File: src/rtl/kyber_stream_pkg.sv
// rtl/kyber_stream_pkg.sv - shared widths, FIFO depth and FSM states for the Kyber word streamer.
package kyber_stream_pkg;

  localparam int DATA_W     = 32;
  localparam int ADDR_W     = 8;
  localparam int CNT_W      = ADDR_W + 1;
  localparam int FIFO_DEPTH = 2;

  typedef enum logic [1:0] {
    ST_IDLE = 2'd0,
    ST_RUN  = 2'd1,
    ST_DONE = 2'd2
  } state_t;

endpackage

File: src/rtl/kyber_skid_fifo.sv
// rtl/kyber_skid_fifo.sv - 2-entry FIFO absorbing RAM read latency and core backpressure.
module kyber_skid_fifo
  import kyber_stream_pkg::*;
#(
  parameter int pWIDTH = DATA_W
) (
  input  logic              clk,
  input  logic              rst_n,
  input  logic              i_push,
  input  logic [pWIDTH-1:0] i_data,
  input  logic              i_pop,
  input  logic              i_flush,
  output logic [pWIDTH-1:0] o_data,
  output logic [1:0]        o_count,
  output logic              o_empty
);

  logic [pWIDTH-1:0] r_mem [FIFO_DEPTH];
  logic              r_wr_ptr;
  logic              r_rd_ptr;
  logic [1:0]        r_count;
  logic              w_pop;

  assign w_pop   = i_pop && (r_count != 2'd0);
  assign o_data  = r_mem[r_rd_ptr];
  assign o_count = r_count;
  assign o_empty = (r_count == 2'd0);

  always_ff @(posedge clk or negedge rst_n) begin
    if (!rst_n) begin
      for (int i = 0; i < FIFO_DEPTH; i++) r_mem[i] <= '0;
      r_wr_ptr <= 1'b0;
      r_rd_ptr <= 1'b0;
      r_count  <= 2'd0;
    end else if (i_flush) begin
      r_wr_ptr <= 1'b0;
      r_rd_ptr <= 1'b0;
      r_count  <= 2'd0;
    end else begin
      if (i_push) begin
        r_mem[r_wr_ptr] <= i_data;
        r_wr_ptr        <= ~r_wr_ptr;
      end
      if (w_pop) r_rd_ptr <= ~r_rd_ptr;
      r_count <= r_count + {1'b0, i_push} - {1'b0, w_pop};
    end
  end

  // Reads are credit-limited upstream, so a push into a full FIFO without a pop is a design bug.
  a_no_overflow: assert property (@(posedge clk) disable iff (!rst_n)
    !(i_push && !w_pop && !i_flush && (r_count == 2'(FIFO_DEPTH))));

endmodule

File: src/rtl/kyber_word_streamer.sv
// rtl/kyber_word_streamer.sv - streams a run of RAM words to the Kyber core; KYBER_STREAM_BYTESWAP_EN byte-reverses output words.
module kyber_word_streamer
  import kyber_stream_pkg::*;
#(
  parameter int pDATA_WIDTH = DATA_W,
  parameter int pADDR_WIDTH = ADDR_W,
  parameter int pCNT_WIDTH  = CNT_W
) (
  input  logic                   clk,
  input  logic                   rst_n,
  input  logic                   start_i,
  input  logic                   abort_i,
  input  logic [pCNT_WIDTH-1:0]  len_i,
  output logic [pADDR_WIDTH-1:0] mem_addr_o,
  output logic                   mem_rd_o,
  input  logic [pDATA_WIDTH-1:0] mem_rdata_i,
  output logic [pDATA_WIDTH-1:0] m_data_o,
  output logic                   m_valid_o,
  input  logic                   m_ready_i,
  output logic                   busy_o,
  output logic                   done_o,
  output logic [pCNT_WIDTH-1:0]  word_cnt_o
);

  state_t                 r_state;
  logic [pCNT_WIDTH-1:0]  r_len;
  logic [pCNT_WIDTH-1:0]  r_issued;
  logic [pCNT_WIDTH-1:0]  r_accepted;
  logic [pADDR_WIDTH-1:0] r_addr_hold;
  logic                   r_inflight;

  logic                   w_rd;
  logic                   w_xfer;
  logic                   w_empty;
  logic [1:0]             w_count;
  logic [2:0]             w_credit;
  logic [pDATA_WIDTH-1:0] w_head;

  assign m_valid_o  = !w_empty;
  assign w_xfer     = m_valid_o && m_ready_i;
  assign w_credit   = {1'b0, w_count} + {2'b0, r_inflight};
  // A pop this cycle frees a slot, which keeps a ready-high core fed every cycle.
  assign w_rd       = (r_state == ST_RUN) && !abort_i && (r_issued < r_len) &&
                      (w_credit < (3'(FIFO_DEPTH) + {2'b0, w_xfer}));
  assign mem_rd_o   = w_rd;
  assign mem_addr_o = w_rd ? r_issued[pADDR_WIDTH-1:0] : r_addr_hold;
  assign busy_o     = (r_state != ST_IDLE);
  assign done_o     = (r_state == ST_DONE);
  assign word_cnt_o = r_accepted;

  kyber_skid_fifo #(
    .pWIDTH (pDATA_WIDTH)
  ) u_fifo (
    .clk     (clk),
    .rst_n   (rst_n),
    .i_push  (r_inflight && !abort_i),
    .i_data  (mem_rdata_i),
    .i_pop   (w_xfer),
    .i_flush (abort_i),
    .o_data  (w_head),
    .o_count (w_count),
    .o_empty (w_empty)
  );

`ifdef KYBER_STREAM_BYTESWAP_EN
  always_comb begin
    m_data_o = '0;
    for (int b = 0; b < pDATA_WIDTH / 8; b++)
      m_data_o[8*b +: 8] = w_head[pDATA_WIDTH-8-8*b +: 8];
  end
`else
  assign m_data_o = w_head;
`endif

  always_ff @(posedge clk or negedge rst_n) begin
    if (!rst_n) begin
      r_state     <= ST_IDLE;
      r_len       <= '0;
      r_issued    <= '0;
      r_accepted  <= '0;
      r_addr_hold <= '0;
      r_inflight  <= 1'b0;
    end else begin
      r_inflight <= w_rd;
      if (w_rd) begin
        r_issued    <= r_issued + 1'b1;
        r_addr_hold <= r_issued[pADDR_WIDTH-1:0];
      end
      if (w_xfer) r_accepted <= r_accepted + 1'b1;
      if (abort_i) begin
        r_state <= ST_IDLE;
      end else begin
        case (r_state)
          ST_IDLE: if (start_i) begin
            r_len      <= len_i;
            r_issued   <= '0;
            r_accepted <= '0;
            r_state    <= (len_i == '0) ? ST_DONE : ST_RUN;
          end
          ST_RUN:  if (r_accepted == r_len) r_state <= ST_DONE;
          ST_DONE: r_state <= ST_IDLE;
          default: r_state <= ST_IDLE;
        endcase
      end
    end
  end

endmodule

File: config.mk
export PLATFORM = sky130hd
export DESIGN_NAME = kyber_word_streamer
export DESIGN_NICKNAME = d
export VERILOG_FILES = /design/src/rtl/kyber_stream_pkg.sv /design/src/rtl/kyber_skid_fifo.sv /design/src/rtl/kyber_word_streamer.sv
export SDC_FILE = /design/constraint.sdc
export NUM_CORES = 1
export LEC_CHECK = 0
export CAP_MARGIN = 0
export CORE_MARGIN = 4
export CORE_UTILIZATION = 52
export CTS_CLUSTER_DIAMETER = 100
export DETAILED_ROUTE_END_ITERATION = 7
export GPL_TIMING_DRIVEN = 0
export PLACE_DENSITY = 0.8
export SLEW_MARGIN = 20
export SYNTH_ARGS = -nofsm -noshare
export SYNTH_HDL_FRONTEND = slang
export SYNTH_SLANG_ARGS = --single-unit
File: constraint.sdc
create_clock -name clk -period 2.4 [get_ports clk]
set_input_delay 0.36 -clock clk [delete_from_list [all_inputs] [get_ports clk]]
set_output_delay 0.36 -clock clk [all_outputs]
set_load 0.02 [all_outputs]
==> metrics <==
Root Buffer=clkbuf_8; Crit Path Class=reg2out; Crit Reg-Reg Startpoint=u_fifo.o_count[0]; Main synth FF type=dfrtp_1; CP max-delay cell=dfrtp_1; Seq/Total Area, Yosys=52.2%; slowest stage delay, CP=400 ps; Syn Nets=466; die width=107 µm; slew at the pin with the worst max-slew slack=555 ps; num rows=35; first-pass GRT wire length=18.4 mm; WP data required=2040 ps; routed via count=3,611; number of buffers created by CTS=9; Reg clk slew, reported paths=100 ps; Min Hold Slack=507 ps; Final Hold Vio Count=0; vias in the first global route=3,720; Period Utilization, post-route=115%; max-cap check violation count=0; nets=600; layout cells sized above 1=35.0%; syn_area_per_cell=12.5 µm²; Syn-to-layout area delta=33.4%; Bufs on Longest Clock Path=2; share of flip-flops with an asynchronous set or reset=100%; antenna fix cells=0; global route overflow=0; Initial Util=54.3%; Top Family by Delay on Critical Path=simple AND/OR/NAND/NOR gates; Pwr Total=6640 µW; largest net degree at the start of global routing=61; Power per Cell Area=979 nW/µm²; Die H=107 µm; Ys Warns=0; Tmin final=2760 ps; drt drc=0; TritonRoute pass-1 iters=4; ANT nets after route=0; worst-path fanout max=5; total wire length=11.3 mm; core area=9370 µm²; maximum VDD drop=0.393 mV; htree depth=3; violated checks=setup timing; HPWL after DPL=7.83 mm; buffer and inverter count on the worst path=3; EDFF count, synth=0; Cell Area, Synth=5080 µm²; origin of the worst min-delay path=r_addr_hold[5]; CP Launch Type=register; DRT iter0 DRCs=135; CP Launch Point=u_fifo.o_count[0]; highest clock rate=0.362 GHz; Clock Latency Late Sink=380 ps; routed wl met3=546 µm; Worst Setup End Kind=primary output; crit path DAT=2400 ps; worst hold path class=reg2reg; Synth Register Bits=106; antenna violations before repair=0; # IOs=99; die area=11,400 µm²; top layer in use=met4; crit path cell chain=ha_2, ha_4, nor2_4, nand3_4, nor3_2, nand3_2, buf_6, buf_8, mux2_4, buf_6; TNS Setup=-2690 ps; Mapped Cells=406; Post-Route Skew=11.1 ps; Total GRT Usage=20.1%; distinct cell type count after synthesis=38; WL/cell=16.8 µm; most frequent CP cell=buf_6; # setup viols final=9; port bufs=98; wire length on met1=4.82 mm; Max Slew Vio Count=0; Met2 Routed Length=5.81 mm; CTS tree=yes; Placer Congestion=0.899; unrepaired setup endpoints after global routing=yes; leakage power=0.00321 µW; CTS Sinks=106; Worst slew margin=63.0%; via/cell ratio=5.36; status=finished with violations; worst setup margin=-364 ps
==> metal layers <==
metal / up-vias / GRT usage [%]
li1: 1681 / -
met1: 1815 / 26.7
met2: 100 / 33.5
met3: 15 / 3.91
met4: 0 / 6.30
met5: - / 0
==> path summary, 6_finish.rpt <==
kind | depth (start not counted) | end | slack [ps]
setup / recovery | 10 | mem_addr_o[0] | -360
hold / removal | 1 | r_addr_hold[5] | 510
setup reg to reg | 10 | r_addr_hold[2] | 280
hold reg to reg | 1 | r_addr_hold[5] | 510
max in group asynchronous | 3 | r_issued[2] | 1220
min in group asynchronous | 2 | u_fifo.r_mem[59] | 550
==> cell usage after synthesis, drive strengths merged (2+ instances only) <==
| master | count | area share, % |
|---|---|---|
| nor2 | 19 | 1.6 |
| and4 | 2 | 0.34 |
| or2 | 2 | 0.25 |
| nor3 | 3 | 0.39 |
| mux2i | 9 | 1.8 |
| nand2b | 7 | 0.86 |
| nor2b | 3 | 0.37 |
| xnor2 | 13 | 2.2 |
| dfrtp | 106 | 52 |
| ha | 14 | 3.4 |
| clkbuf | 7 | 0.52 |
| nand2 | 31 | 2.3 |
| buf | 9 | 1.0 |
| o21ai | 14 | 1.5 |
| xor2 | 8 | 1.4 |
| nand4 | 6 | 0.86 |
| nand3 | 13 | 1.6 |
| mux2 | 104 | 24 |
| a21oi | 3 | 0.30 |
| nor4 | 8 | 0.98 |
| inv | 12 | 0.89 |
| and3 | 3 | 0.37 |
| and2 | 3 | 0.37 |
==> where the power goes <==
group,switching [µW],total [µW],leakage (µW),internal (µW)
clock,660,1060,0.0000940,400
sequential,334,2680,0.00137,2340
combinational,1290,2900,0.00174,1620
total,2280,6640,0.00321,4360
==> metrics by stage <==
step / util (%) / cells / area, µm² / worst slack [ps]
final: 72.4 / 674 / 6790 / -364
after floorplan: - / 406 / 5080 / 188
after global routing: 72.4 / 674 / 6790 / -444
after global placement: 66.4 / 633 / 6230 / -2820
after CTS: 70.6 / 659 / 6610 / -457
after detailed placement: 66.8 / 634 / 6260 / -688
==> what timing repair did <==
item | CTS | global route
endpoints found under the setup margin | 38 | 30
hold buffers | 1 | 0
hold endpoints to repair | 59 | 0
resized for setup | 77 | 26
pin swaps | 6 | 7
buffers inserted | 8 | 16
gates cloned | 1 | 0
==> cells in the final DEF (no fill, tap or decap), types with 2 or more instances in the layout <==
cell type / instances
dfrtp_1: 102
mux2_2: 97
clkdlybuf4s50_1: 79
nand2_1: 31
buf_4: 22
nor2_1: 16
buf_6: 14
xnor2_1: 13
nand3_1: 11
ha_1: 11
inv_1: 10
o21ai_0: 10
mux2i_1: 9
clkbuf_8: 9
dlymetal6s2s_1: 9
nor4_1: 8
xor2_1: 8
nand2b_1: 7
buf_2: 7
mux2_4: 7
nand4_1: 5
clkbuf_1: 4
dfrtp_2: 4
o21ai_2: 3
nor2_4: 3
nor2b_1: 3
a21oi_1: 3
and2_1: 3
and3_1: 3
inv_8: 3
or2_2: 2
nor3_1: 2
ha_4: 2
inv_6: 2
==> logic make-up after synthesis <==
family | count (synthesis) | synth area share, %
adders and majority gates | 14 | 3.44
AOI/OAI and AO/OA | 20 | 2.24
buffers and inverters | 29 | 2.49
DFF | 106 | 52.2
muxes | 113 | 25.3
xor gates and xnor gates | 21 | 3.62
and+or+nand+nor | 103 | 10.7
==> flip-flops by register name (all words and copies together), names as in the netlist <==
register         count
u_fifo.r_rd_ptr      1
u_fifo.r_mem        64
r_len                9
u_fifo.o_count       2
r_issued             9
r_inflight           1
r_state              2
u_fifo.r_wr_ptr      1
word_cnt_o           9
r_addr_hold          8
==> cell type report <==
cell class / instances / area, µm²
well taps: 129 / 161
multi-input cells: 271 / 2390
clock buffers: 9 / 124
flip-flops and latches: 106 / 2660
plain buffers: 15 / 91.3
repair buffers: 124 / 1240
clock inverters: 7 / 61.3
fillers: 676 / 2590
inverters: 13 / 56.3
==> worst reg2reg max path, cell delays in order (launching register included) <==
cell and delay, ps:
dfrtp_1 400, ha_2 200, ha_4 160, nor2_4 120, nand3_4 100, nor3_2 220
nand3_2 130, buf_6 140, buf_8 130, mux2_4 310, buf_4 130
No activity file was read; power rests on OpenSTA's default activity.
